[src/rtl/io_clk_fifo_port.sv]
// io_clk_fifo_port: GPIO strobe FIFO bridge between the processor and the core, with optional drop counter under IO_DROP_CNT_EN
module io_clk_fifo_port #(
  parameter int DATA_W = 16,
  parameter int IN_DEPTH = 16,
  parameter int OUT_DEPTH = 16,
  parameter int SYNC_STAGES = 2
) (
  input  logic              Clk,
  input  logic              Rst,
  input  logic              io_clk,
  input  logic              wr_in,
  input  logic              rd_in,
  input  logic              newline,
  input  logic [DATA_W-1:0] bufferInput,
  output logic [DATA_W-1:0] bufferOut,
  output logic              FULL_in,
  output logic              EMPTY_in,
  output logic              FULL_out,
  output logic              EMPTY_out,
  output logic [DATA_W-1:0] core_data,
  output logic              core_newline,
  output logic              core_valid,
  input  logic              core_ready,
  input  logic [DATA_W-1:0] res_data,
  input  logic              res_valid,
  output logic              res_ready
`ifdef IO_DROP_CNT_EN
  ,
  output logic [7:0]        drop_cnt
`endif
);
  localparam int IAW = $clog2(IN_DEPTH);
  localparam int OAW = $clog2(OUT_DEPTH);
  localparam int SW = DATA_W + 4;
  logic [SW-1:0] sync_q [SYNC_STAGES];
  logic s_clk, s_wr, s_rd, s_nl;
  logic [DATA_W-1:0] s_data;
  logic prev_q, edge_q, op_wr, op_rd, op_nl;
  logic [DATA_W-1:0] op_data;
  logic [DATA_W:0] in_mem [IN_DEPTH];
  logic [DATA_W-1:0] out_mem [OUT_DEPTH];
  logic [IAW:0] in_wp, in_rp, in_wp_n, in_rp_n;
  logic [OAW:0] out_wp, out_rp, out_wp_n, out_rp_n;
  logic in_push, in_pop, out_push, out_pop;
  assign {s_clk, s_wr, s_rd, s_nl, s_data} = sync_q[SYNC_STAGES-1];
  always_ff @(posedge Clk) begin
    if (Rst) begin
      for (int i = 0; i < SYNC_STAGES; i++) sync_q[i] <= '0;
      prev_q <= 1'b0;
      edge_q <= 1'b0;
      {op_wr, op_rd, op_nl, op_data} <= '0;
    end else begin
      sync_q[0] <= {io_clk, wr_in, rd_in, newline, bufferInput};
      for (int i = 1; i < SYNC_STAGES; i++) sync_q[i] <= sync_q[i-1];
      prev_q <= s_clk;
      edge_q <= s_clk & ~prev_q;
      {op_wr, op_rd, op_nl, op_data} <= {s_wr, s_rd, s_nl, s_data};
    end
  end
  assign in_push = edge_q & op_wr & ~FULL_in;
  assign in_pop = core_valid & core_ready;
  assign core_valid = ~EMPTY_in;
  assign {core_newline, core_data} = in_mem[in_rp[IAW-1:0]];
  assign in_wp_n = in_wp + (IAW+1)'(in_push);
  assign in_rp_n = in_rp + (IAW+1)'(in_pop);
  always_ff @(posedge Clk) begin
    if (Rst) begin
      in_wp <= '0;
      in_rp <= '0;
      EMPTY_in <= 1'b1;
      FULL_in <= 1'b0;
    end else begin
      in_wp <= in_wp_n;
      in_rp <= in_rp_n;
      EMPTY_in <= in_wp_n == in_rp_n;
      FULL_in <= (in_wp_n[IAW] != in_rp_n[IAW]) && (in_wp_n[IAW-1:0] == in_rp_n[IAW-1:0]);
    end
  end
  always_ff @(posedge Clk) if (in_push) in_mem[in_wp[IAW-1:0]] <= {op_nl, op_data};
  assign res_ready = ~FULL_out;
  assign out_push = res_valid & res_ready;
  assign out_pop = edge_q & op_rd & ~EMPTY_out;
  assign out_wp_n = out_wp + (OAW+1)'(out_push);
  assign out_rp_n = out_rp + (OAW+1)'(out_pop);
  always_ff @(posedge Clk) begin
    if (Rst) begin
      out_wp <= '0;
      out_rp <= '0;
      EMPTY_out <= 1'b1;
      FULL_out <= 1'b0;
    end else begin
      out_wp <= out_wp_n;
      out_rp <= out_rp_n;
      EMPTY_out <= out_wp_n == out_rp_n;
      FULL_out <= (out_wp_n[OAW] != out_rp_n[OAW]) && (out_wp_n[OAW-1:0] == out_rp_n[OAW-1:0]);
    end
  end
  always_ff @(posedge Clk) if (out_push) out_mem[out_wp[OAW-1:0]] <= res_data;
  always_ff @(posedge Clk) begin
    if (Rst) bufferOut <= '0;
    else if (out_rp_n != out_wp_n) bufferOut <= (out_rp_n == out_wp) ? res_data : out_mem[out_rp_n[OAW-1:0]];
  end
`ifdef IO_DROP_CNT_EN
  logic [8:0] drop_sum;
  assign drop_sum = {1'b0, drop_cnt} + 9'(edge_q & op_wr & FULL_in) + 9'(edge_q & op_rd & EMPTY_out);
  always_ff @(posedge Clk) drop_cnt <= Rst ? 8'd0 : (drop_sum[8] ? 8'hff : drop_sum[7:0]);
`endif
endmodule

[config.mk]
export PLATFORM = sky130hd
export DESIGN_NAME = io_clk_fifo_port
export DESIGN_NICKNAME = d
export VERILOG_FILES = /design/src/rtl/io_clk_fifo_port.sv
export SDC_FILE = /design/constraint.sdc
export NUM_CORES = 1
export LEC_CHECK = 0
export ABC_CLOCK_PERIOD_IN_PS = 3190
export BUFFER_PORTS_ARGS = -buffer_cell sky130_fd_sc_hd__buf_2
export CORE_ASPECT_RATIO = 1.25
export CORE_MARGIN = 2
export CORE_UTILIZATION = 30
export CTS_BUF_LIST = sky130_fd_sc_hd__clkbuf_2
export CTS_CLUSTER_DIAMETER = 200
export DETAILED_ROUTE_END_ITERATION = 10
export GPL_ROUTABILITY_DRIVEN = 0
export PLACE_DENSITY_LB_ADDON = 0.25
export SLEW_MARGIN = 10
export SYNTH_ARGS = -nofsm -noshare
export SYNTH_HDL_FRONTEND = slang
export SYNTH_SLANG_ARGS = --single-unit
[constraint.sdc]
create_clock -name Clk -period 3.19 [get_ports Clk]
set_clock_uncertainty 0.05 [all_clocks]
set_input_delay 0.319 -clock Clk [delete_from_list [all_inputs] [get_ports Clk]]
set_output_delay 0.319 -clock Clk [all_outputs]
set_load 0.01 [all_outputs]
# After elaboration in Yosys (flattened, before gate mapping)
# Memory sizes are Yosys's and may differ from the RTL's. A register that Yosys moved wholly into a read port is not among the register bits.
# Index checks and enable logic that the tools add are counted.
dict set report word_totals {
  out_inout_bits 39
  input_bits 40
  reg_bits 61
  ramBits 568
  elab_cells 57
  mem_count 3
}
dict set report classes {
  n_eq_ne 8
  n_reduce_logical 2
  mux 11
  addsub 4
  bitwise_logic 14
}
# name words word_bits rd rd_clocked_by_memory_dff write_ports line_no
set memory_table {}
lappend memory_table {in_mem 16 17 1 1 1 40} ;# logic [DATA_W:0] in_mem [IN_DEPTH];
lappend memory_table {out_mem 16 16 1 0 1 41} ;# logic [DATA_W-1:0] out_mem [OUT_DEPTH];
lappend memory_table {sync_q 2 20 2 0 2 35} ;# logic [SW-1:0] sync_q [SYNC_STAGES];
# operator n
set ops {}
lappend ops {{$mux W20} 2}
lappend ops {{$add A5 B1 Y5} 4}
lappend ops {{$mux W16} 1}
lappend ops {{$eq A5 B5 Y1} 3}
lappend ops {{$eq A4 B4 Y1} 2}
lappend ops {{$and A1 B1 Y1} 7}
lappend ops {{$mux W1} 7}
lappend ops {{$ne A5 B5 Y1} 1}
lappend ops {{$not A1 Y1} 5}
lappend ops {{$mux W4} 1}
lappend ops {{$logic_and A1 B1 Y1} 2}
lappend ops {{$ne A1 B1 Y1} 2}
lappend ops {{$or A1 B1 Y1} 2}

# Depth between registers and ports, before layout
# Gate-level depths: netlist of the first run.
dict set report depth {
  depth_word 5
  depth_mapped 12
  mapped_depth_nobuf 10
}

# Worst setup path before layout of the first run
# No wires, ideal clock.
dict set report synth_timing {
  path_kind {register -> register}
  start {register EMPTY_out}
  end {register bufferOut[0]}
  synth_period_minus_slack_ns 2.971
  t_required_ns 3.018
  path_slack_ns 0.219
  n_path_buf 2
  setup_ns 0.122
  path_stages_with_launch 10
  t_arrival_ns 2.799
  cell_sequence {dfxtp_1 -> nor2_1 -> ha_1 -> ha_1 -> clkbuf_1 -> clkbuf_1 -> mux4_2 -> mux4_2 -> nor2b_1 -> a221o_1}
}
dict set report synth_via {
  elab_chain_cells 5
  word_cells_on_any_way 7
  cone_classes {add/sub: 1; eq/ne: 2; mux: 1; bitwise: 2; memory: 1}
}
# item line_no
set synth_lines {}
lappend synth_lines {{from (decl)} 19} ;# output logic EMPTY_out,
lappend synth_lines {{from (signal assigned)} 94} ;# EMPTY_out <= out_wp_n == out_rp_n;
lappend synth_lines {{$not A1 Y1 (*)} 82} ;# assign out_pop = edge_q & op_rd & ~EMPTY_out;
lappend synth_lines {{$and A1 B1 Y1 (*)} 82}
lappend synth_lines {{$add A5 B1 Y5 (*)} 84} ;# assign out_rp_n = out_rp + (OAW+1)'(out_pop);
lappend synth_lines {{net out_rp_n[1]} 43} ;# logic [OAW:0] out_wp, out_rp, out_wp_n, out_rp_n;
lappend synth_lines {{$mem_v2 Z16 W16 / $eq A5 B5 Y1 (equally long branches)} --}
lappend synth_lines {{$mux W16} 101} ;# else if (out_rp_n != out_wp_n) bufferOut <= (out_rp_n == out_wp) ? res_data : out_mem[out_rp_n[OAW-1:0]];
lappend synth_lines {{to (signal assigned)} 101}
lappend synth_lines {{to (decl)} 15} ;# output logic [DATA_W-1:0] bufferOut,
# Mark *: on every way through the listed nets, which the timed path passes. The rest lies on a longest branch.
# A chain may end at the register's enable or synchronous reset.

==> impl_results.md, run 1 <==
* Status: finished with violations
* Failing checks: setup timing
* Max IR drop VDD at 0.2779 mV
* Worst endpoint required time at 2.82 ns
* Reg power frac at 60.7%
* CP most frequent cell: mux4_2
* Synth top area cells: edfxtp_1 (68%), mux4_2 (16%), dfxtp_1 (8.6%)
* Clock share of power at 35.6%
* Multiplexer area fraction after synthesis at 15.83%
* Yosys top cell by area: edfxtp_1
* CTS Sinks at 629
* CTS max path bufs at 3
* Final min period at 3.482 ns
* Crit-path max FO at 5
* Register area share after synthesis at 76.21%
* RSZ-0062 raised after global routing: true
* Drt pass-1 iters at 5
* Root buffer cell: clkbuf_2
* Hold WS at 0.2335 ns
* Crit-path max cell delay at 0.52 ns
* LEAKAGE at 9.457 nW
* Clock latency on the worst-skew pair at 1.26 ns
* Fill cells at 7,266
* GRT Resource Usage Total at 14.30%
* Max transition margin at 32.11%
* Io pins at 79
* Synth Area per Inst at 21.74 um2
* Die X at 254.1 um
* Most used DFF post-synth: edfxtp_1
* Drc violations at 0
* Comb pwr share at 3.7%
* Worst hold path type: in -> reg
* WL final at about 56,000 um
* Area Growth Syn to Fin at 21.38%
* Power per cell area at 523.7 nW/um2
* Critical-path top delay cell: mux4_2
* Mapped cell area at 23,460 um2
* Reg2reg setup slack at 0.27 ns
* Num CTS Buffers at 158
* Core area at 77,450 um2
* Final period util at 109.2%
* Post-synthesis adder-cell area fraction at 0.4267%
* Row cnt at between 100 and 150
* Slew @ Worst Pin at between 1 and 1.5 ns
* Internal Power at 11.31 mW
* XOR/XNOR Fraction of Synth Area at 1.307%
* H-tree depth at 4
* Async set-reset flop share out of synthesis at 0%
* Initial antenna violation count at 2
* Clk pin slew, worst setup/hold paths at 0.10 ns
* Die ar. at between 80,000 and 90,000 um2
* Syn_nets at about 1,100
* Pre-CTS WS at 0.1826 ns
* Final setup fails at 17
* Initial Util at 30.28%
* Crit end category: primary output
* Antenna Nets Post-Route at 0
* CTS tree: done
* Critical path type: reg -> out
* Number of global-route vias before repair at 12,950
* Largest net degree at the start of global routing at 63
* GRT overflow at 0
* Count of pins over their slew limit at 0
* Routed WL per cell at roughly 21 um
* Startpoint types: flip-flop
* Top cells by count, synth: edfxtp_1 (528), mux4_2 (164), dfxtp_1 (101)
* Post-synthesis cell count at about 1,100
* Largest family of logic cells by synthesized area: multiplexers
* Final Cell Area at 28,470 um2
* EDFF count, synth at 528
* # port buffers at 78
* Die Y at around 320 um
* Starting DRT DRC Count at between 700 and 800
* First-pass GRT wire length at 82,290 um
* Crit-path cells: buf_12 > buf_4 > mux4_2 > mux4_2 > buf_6
* Layout cells sized above 1 at 39.68%
* Top cell type's share of synthesized area at around two thirds
* Switching pwr at about 3.6 mW
* Simple-gate share of the synthesized area at 4.145%
* Via count at 11,820
* Sw Share at 24.12%
* Hpwl dp at 31,220 um
* Critical path arrival at 3.11 ns
* Most common cell in the netlist: edfxtp_1
* Post-synthesis compound-gate area fraction at less than 1%
* Number of register bits inferred by synthesis at 629
* Drt via density at 4.523
* Netlist cell types at 39
* Final WS setup at -0.2924 ns
* Placed Area at 25,710 um2
* Final net count at ~1,500
* Final hold vios at 0
* Yosys warnings at 0
* Max Clock Freq at 287.2 MHz
* Max-Cap Viols at 0
-- cells by family after synthesis --
kind of cell / count (synthesis)
flops: 629
simple gates: 169
mux: 166
buf+inv: 58
xor+xnor: 29
compound gates: 20
fa+ha+maj: 8
-- per-stage QoR --
step | instances | setup TNS, ns | util (%) | total power, mW
after detailed placement | 2211 | 0 | 33.20 | 9.701
after global placement | 2211 | 0 | 33.20 | 9.692
after CTS | 2603 | -8.685 | 36.50 | 15.21
after floorplan | 1079 | 0 | - | 9.428
after global routing | 2614 | -8.826 | 36.76 | 15.63
final | 2614 | -4.498 | 36.76 | 14.91
-- flip-flops by register name, indices dropped and copies added (netlist names), 5 cells and up --
register	cells
sync_q	40
out_wp	5
op_data	16
in_rp	5
in_wp	5
out_mem	256
in_mem	272
bufferOut	16
out_rp	5
-- layout by cell type (no fill, tap or decap), types with 3 or more instances in the layout --
master / synthesis / routed
a221o_1: 15 / 15
buf_12: 1 / 17
buf_16: 0 / 3
buf_2: 13 / 61
buf_4: 1 / 53
buf_6: 3 / 17
clkbuf_16: 0 / 4
clkbuf_2: 0 / 238
clkinv_1: 0 / 36
clkinv_2: 0 / 5
clkinvlp_4: 0 / 4
dfxtp_1: 101 / 98
diode_2: 0 / 5
dlygate4sd3_1: 0 / 97
edfxtp_1: 528 / 528
ha_1: 8 / 6
inv_1: 3 / 3
mux4_2: 164 / 164
nand2_1: 5 / 5
nand2b_1: 4 / 4
nand3_1: 9 / 9
nand3b_1: 4 / 4
nor2_1: 39 / 15
nor2_2: 0 / 24
nor2b_1: 87 / 87
nor3_2: 1 / 9
xnor2_1: 15 / 15
xor2_1: 10 / 10
xor2_4: 2 / 3
-- final cells by class --
| class | count | area [um2] | share of cell area, % |
|---|---|---|---|
| Sequential cell | 629 | 17880 | 62.81 |
| Multi-Input combinational cell | 392 | 5418 | 19.03 |
| Timing Repair Buffer | 253 | 2404 | 8.442 |
| Tap cell | 1044 | 1306 | 4.588 |
| Clock buffer | 238 | 1191 | 4.184 |
| Clock inverter | 50 | 245.2 | 0.8613 |
| Antenna cell | 5 | 12.51 | 0.04395 |
| Inverter | 3 | 11.26 | 0.03955 |
-- power groups by stage --
| stage | clock network (mW) | registers (mW) | logic (mW) |
|---|---|---|---|
| final | 5.31 | 9.05 | 0.548 |
| after global placement | 0 | 9.24 | 0.452 |
| after floorplan | 0 | 9.22 | 0.213 |
| after detailed placement | 0 | 9.24 | 0.458 |
| after CTS | 5.59 | 9.06 | 0.555 |
| after global routing | 5.97 | 9.07 | 0.596 |
-- metal layers --
| metal | up-vias | routed length, um | global-route usage [%] |
|---|---|---|---|
| li1 | 5231 | - | - |
| met1 | 6185 | 22120 | 16.46 |
| met2 | 302 | 29860 | 25.24 |
| met3 | 105 | 2611 | 4.055 |
| met4 | 0 | 1346 | 5.348 |
| met5 | - | 0 | 0 |
-- path summary, 6_finish.rpt --
kind / startpoint / to / cells after the start
max: in_rp[0] / core_data[4] / 5
min: res_valid / out_wp[0] / 6
max reg2reg: FULL_out / bufferOut[10] / 9
min reg2reg: sync_q[0][37] / op_rd / 1
-- worst max-delay path: cells and delay by family (launching register included) --
family,cells,cell delay (ns)
mux,2,1.03
buf+inv,3,0.48
flops,1,0.42
-- timing repair --
item                                   4_1_cts  5_1_grt
buffers inserted                             7        2
gates resized for setup                     13       12
hold buffers                                97        0
cloned                                       0        4
endpoints found under the hold margin      613        0
setup endpoints to repair                   17       17
(Power assumes the default switching activity.)
==> run 2: changes to the inputs <==
--- a/config.mk
+++ b/config.mk
@@ -7,13 +7,14 @@
 export LEC_CHECK = 0
 export ABC_CLOCK_PERIOD_IN_PS = 3190
 export BUFFER_PORTS_ARGS = -buffer_cell sky130_fd_sc_hd__buf_2
-export CORE_ASPECT_RATIO = 1.25
+export CORE_ASPECT_RATIO = 1.75
 export CORE_MARGIN = 2
 export CORE_UTILIZATION = 30
 export CTS_BUF_LIST = sky130_fd_sc_hd__clkbuf_2
 export CTS_CLUSTER_DIAMETER = 200
 export DETAILED_ROUTE_END_ITERATION = 10
 export GPL_ROUTABILITY_DRIVEN = 0
+export GPL_TIMING_DRIVEN = 0
 export PLACE_DENSITY_LB_ADDON = 0.25
 export SLEW_MARGIN = 10
 export SYNTH_ARGS = -nofsm -noshare
==> run 2 against run 1 <==
- the run still ends with setup timing left
- first-iteration DRC count fell by 6.7%
- die area barely moved
- via count rose by 2.0%
- flip-flop and latch count did not move
- power rose by 1.8%
- cell count fell by 0.92%
- register-to-register slack got worse by 0.13 ns
- routed wire length rose by 6.8%
- sequential share of layout area fell by 0.056 points
- critical endpoint is now core_newline
- largest power group unchanged
==> impl_results.md, run 2 (same netlist as run 1, synthesis figures left out) <==
* Status: finished with violations
* Failing checks: setup timing
* Overall power at 15.18 mW
* LEAKAGE at around 9.4 nW
* Number of global-route vias before repair at ~13,000
* DP Cell Count at ~2,200
* Routed WL per cell at 23.06 um
* Die Y at 373.9 um
* CTS max path bufs at 3
* Crit end category: primary output
* Worst R2R Start: edge_q
* Root buffer cell: clkbuf_2
* Clk pin slew, worst setup/hold paths at 0.10 ns
* Final net count at 1,485
* Area Growth Syn to Fin at 21.48%
* Drt via density at ~4.7
* Max IR drop VDD at 0.6116 mV
* R2R cell count at 10
* Via count at 12,060
* Final min period at about 3.6 ns
* GRT overflow at 0
* Final period util at 112.0%
* Worst hold path type: in -> reg
* Num CTS Buffers at 147
* Layout cells sized above 1 at 38.92%
* Largest net degree at the start of global routing at 18
* Row cnt at roughly 140
* Count of pins over their slew limit at 0
* Hold WS at 0.3206 ns
* Max Clock Freq at 280.0 MHz
* Critical-path top delay cell: mux4_2
* Most frequent cells in the layout: edfxtp_1 (528), clkbuf_2 (224), mux4_2 (164)
* CTS tree: done
* H-tree depth at 4
* CTS Sinks at 629
* Clock latency on the worst-skew pair at 1.33 ns
* Post-route insts no fill at ~2,600
* Initial antenna violation count at 2
* Power per cell area at 532.6 nW/um2
* Worst setup path startpoint: in_rp[0]
* Die X at 215.4 um
* Max-Cap Viols at 0
* M3 GR Usage at 4.057%
* Most common cell after layout, fill and taps aside: edfxtp_1
* Max transition margin at 37.00%
* GRT Resource Usage Total at 15.18%
* GR Layer Usage met1 at 16.07%
* First-pass GRT wire length at 87,090 um
* Hpwl dp at approximately 38,000 um
* Final setup fails at 17
* Slew @ Worst Pin at 0.9399 ns
* Hold Path Cell Cnt at 5
* # port buffers at 78
* Startpoint types: flip-flop
* R2R Path End: bufferOut[11]
* Final TNS setup at -5.698 ns
* Crit-path cells: buf_12 > buf_12 > mux4_2 > mux4_2 > buf_6
* Post-Route Utilization at 36.83%
* Met2 usage at 27.82%
* Die ar. at 80,530 um2
* Antenna Nets Post-Route at 0
* Core area at 77,360 um2
* Starting DRT DRC Count at a little over 700
* Critical path type: reg -> out
* Gr busiest metal: met2
* Final WS setup at -0.3817 ns
* Worst endpoint required time at 2.82 ns
* Largest register FFs at 272
* Reg2reg setup slack at 0.14 ns
* Initial Util at 30.32%
* WL final at 59,730 um
* Worst setup endpoint: core_newline
* Critical path arrival at between 3 and 4 ns
* Drc violations at 0
* Final hold vios at 0
* Drt pass-1 iters at 5
* RSZ-0062 raised after global routing: true
* Fill cells at 7,436
* Crit-path max cell delay at roughly 0.54 ns
* Crit-path max FO at 6
* Io pins at 79
==> run 2: worst min path at each step <==
stage,endpoint,start
after floorplan,edge_q,prev_q
final,out_wp[0],res_valid
after detailed placement,edge_q,prev_q
after CTS,out_wp[0],res_valid
after global placement,edge_q,prev_q
after global routing,out_wp[0],res_valid
==> run 2: layer usage <==
| metal | vias to the layer above | wire length, um |
|---|---|---|
| met4 | 0 | 2189 |
| met1 | 6309 | 22030 |
| li1 | 5232 | - |
| met5 | - | 0 |
| met3 | 139 | 2825 |
| met2 | 381 | 32680 |
==> run 2: per-stage QoR <==
step / instance area (um2) / worst slack (ns)
after global routing: 28490 / -0.6203
after CTS: 28430 / -0.5931
after floorplan: 23460 / 0.2191
final: 28490 / -0.3817
after detailed placement: 25680 / -0.8199
after global placement: 25130 / -1.342
==> run 2: cell type report <==
class	instances	area (um2)	share of cell area (%)
Multi-Input combinational cell	392	5484	19.25
Antenna cell	6	15.01	0.05269
Clock buffer	221	1106	3.882
Sequential cell	629	17880	62.76
Tap cell	1027	1285	4.510
Inverter	3	11.26	0.03952
Buffer	52	431.7	1.515
Timing Repair Buffer	212	1909	6.701
Clock inverter	48	370.4	1.300
==> run 2: report_power, final <==
| group | total (mW) | leakage (nW) | internal, mW | switching, mW |
|---|---|---|---|---|
| Clock | 5.57 | 1.10 | 2.35 | 3.22 |
| Sequential | 9.04 | 5.66 | 8.97 | 0.0690 |
| Combinational | 0.570 | 2.68 | 0.266 | 0.304 |
==> run 2: critical path: cells and delay by family, from the launching register on <==
kind     cells  cell delay (ns)
buf+inv      3             0.48
flops        1             0.42
mux          2             1.06
==> run 2: what timing repair did <==
item	4_1_cts	5_1_grt
pin swaps	0	2
endpoints found under the hold margin	596	0
gates resized for setup	76	9
cloned	2	0
hold buffers	97	0
buffers inserted	4	3
setup endpoints to repair	33	31
==> run 3: changes to the inputs <==
==> constraint.sdc (replaced) <==
create_clock -name Clk -period 3.19 [get_ports Clk]
set_clock_uncertainty 0.05 [all_clocks]
set_input_delay 0.638 -clock Clk [delete_from_list [all_inputs] [get_ports Clk]]
set_output_delay 0.638 -clock Clk [all_outputs]
set_load 0.01 [all_outputs]
==> run 3 against run 2 <==
- highest routed layer unchanged
- via count decreased by 1.1%
- combinational power decreased by 3.7%
- power about the same
- clock-buffer cell count unchanged
- largest power group unchanged
- clock power about the same
- non-clock buffer count decreased by 23
- the flow still finishes with violations (setup timing)
- first-iteration DRC count decreased by 0.84%
- final area decreased by 0.81%
- routed wire length decreased by 0.13%
- largest cell class unchanged
- maximum frequency decreased by 8.2%
- flip-flop and latch count unchanged
==> impl_results.md, run 3 (same netlist as run 1, synthesis figures left out) <==
* Status: finished with violations
* Failing checks: setup timing
* Largest register FFs at 272
* Number of global-route vias before repair at 13,270
* Antenna Nets Post-Route at 0
* Clock latency on the worst-skew pair at 1.35 ns
* Placed Area at 25,680 um2
* Count of pins over their slew limit at 0
* CTS Sinks at around 630
* Num CTS Buffers at 147
* Worst R2R Start: edge_q
* Initial antenna violation count at 2
* DP Cell Count at about 2,200
* Area Growth Syn to Fin at 20.50%
* Final net count at 1,462
* Drc violations at 0
* Die Y at roughly 370 um
* Final Cell Area at 28,260 um2
* Most frequent cells in the layout: edfxtp_1 (528), clkbuf_2 (224), mux4_2 (164)
* Final hold vios at 0
* Largest net degree at the start of global routing at 18
* WL final at 59,650 um
* Hpwl dp at approximately 38,000 um
* Final setup fails at 17
* Startpoint types: flip-flop
* Drt pass-1 iters at 5
* Worst endpoint required time at 2.50 ns
* Slew @ Worst Pin at ~0.95 ns
* Critical-path top delay cell: mux4_2
* Power per cell area at 536.5 nW/um2
* Die X at about 220 um
* Crit end category: primary output
* Final min period at between 3 and 4 ns
* Critical path type: reg -> out
* Core area at between 70,000 and 80,000 um2
* First-pass GRT wire length at 86,770 um
* Most common cell after layout, fill and taps aside: edfxtp_1
* CTS max path bufs at 3
* Final period util at 122.0%
* Hold path start: res_data[12]
* Hold WS at 0.1995 ns
* Initial Util at between 30% and 40%
* Row cnt at 135
* H-tree depth at 4
* Final WS setup at -0.7027 ns
* Final TNS setup at -11.17 ns
* # port buffers at 78
* Via count at between 10,000 and 15,000
* GRT overflow at 0
* Crit-path max cell delay at 0.53 ns
* Routed WL per cell at 23.24 um
* Critical path arrival at around 3.2 ns
* GRT Resource Usage Total at 15.16%
* Crit-path max FO at 6
* Max Clock Freq at 256.9 MHz
* Starting DRT DRC Count at roughly 710
* Clk pin slew, worst setup/hold paths at 0.11 ns
* RSZ-0062 raised after global routing: true
* Die ar. at about 80,000 um2
* Post-route insts no fill at 2,567
* LEAKAGE at between 9 and 10 nW
* Worst setup path startpoint: in_rp[0]
* Layout cells sized above 1 at 39.50%
* Crit-path cells: buf_12 > buf_12 > mux4_2 > mux4_2 > buf_6
* Worst hold path type: in -> reg
* Max-Cap Viols at 0
* Max transition margin at a little over a third
* Drt via density at roughly 4.6
* Io pins at 79
* CTS tree: done
* Max IR drop VDD at 0.6066 mV
* Root buffer cell: clkbuf_2
[run 3: cell types whose count changed in the layout (fill, tap and decap cells not counted)]
cell / before / now
dlygate4sd3_1: 97 / 74
[run 3: repair_timing]
item / 4_1_cts / 5_1_grt
hold endpoints to repair: 320 / 0
gates cloned: 2 / 0
endpoints found under the setup margin: 33 / 31
pin swaps: 0 / 2
hold buffers: 74 / 0
setup buffers: 4 / 3
gates resized for setup: 76 / 9
[run 3: path summary, 6_finish.rpt]
path	slack [ns]	end	depth (start not counted)
setup / recovery	-0.70	core_newline	5
hold / removal	0.20	out_mem[5][12]	2
setup reg to reg	0.15	bufferOut[11]	10
hold reg to reg	0.35	edge_q	1
[run 3: cell type report]
cell class,count,area (um2)
fillers,7445,49100
flip-flops and latches,629,17880
multi-input cells,392,5484
repair buffers,189,1679
well taps,1027,1285
clock buffers,221,1106
plain buffers,52,431.7
clock inverters,48,370.4
diodes,6,15.01
inverters,3,11.26
[run 3: report_power, final]
group	switching, mW	leakage [nW]	internal [mW]
combinational	0.301	2.55	0.248
sequential	0.0684	5.66	8.97
clock	3.23	1.10	2.35
[run 3: metal layers]
layer	GRT usage [%]	share of wire (%)	up-vias	wire length, um
li1	-	-	5181	-
met5	0	0	-	0
met4	7.365	3.9	0	2308
met1	16.09	37	6237	21830
met3	4.033	5.0	138	2967
met2	27.61	55	368	32550
[run 3: metrics by stage]
stage          utilization (%)  total power [mW]  worst slack [ns]
2_1_floorplan                -             9.428            0.2045
3_3_place_gp             32.49             9.659            -1.578
3_5_place_dp             33.20             9.688           -0.8199
4_1_cts                  36.45             15.36           -0.9121
5_1_grt                  36.54             15.82           -0.9393
6_report                 36.54             15.17           -0.7027
[run 3: critical path: cells and delay by family (launching register included)]
kind | cells | cell delay, ns
flops | 1 | 0.43
buf+inv | 3 | 0.48
mux | 2 | 1.05
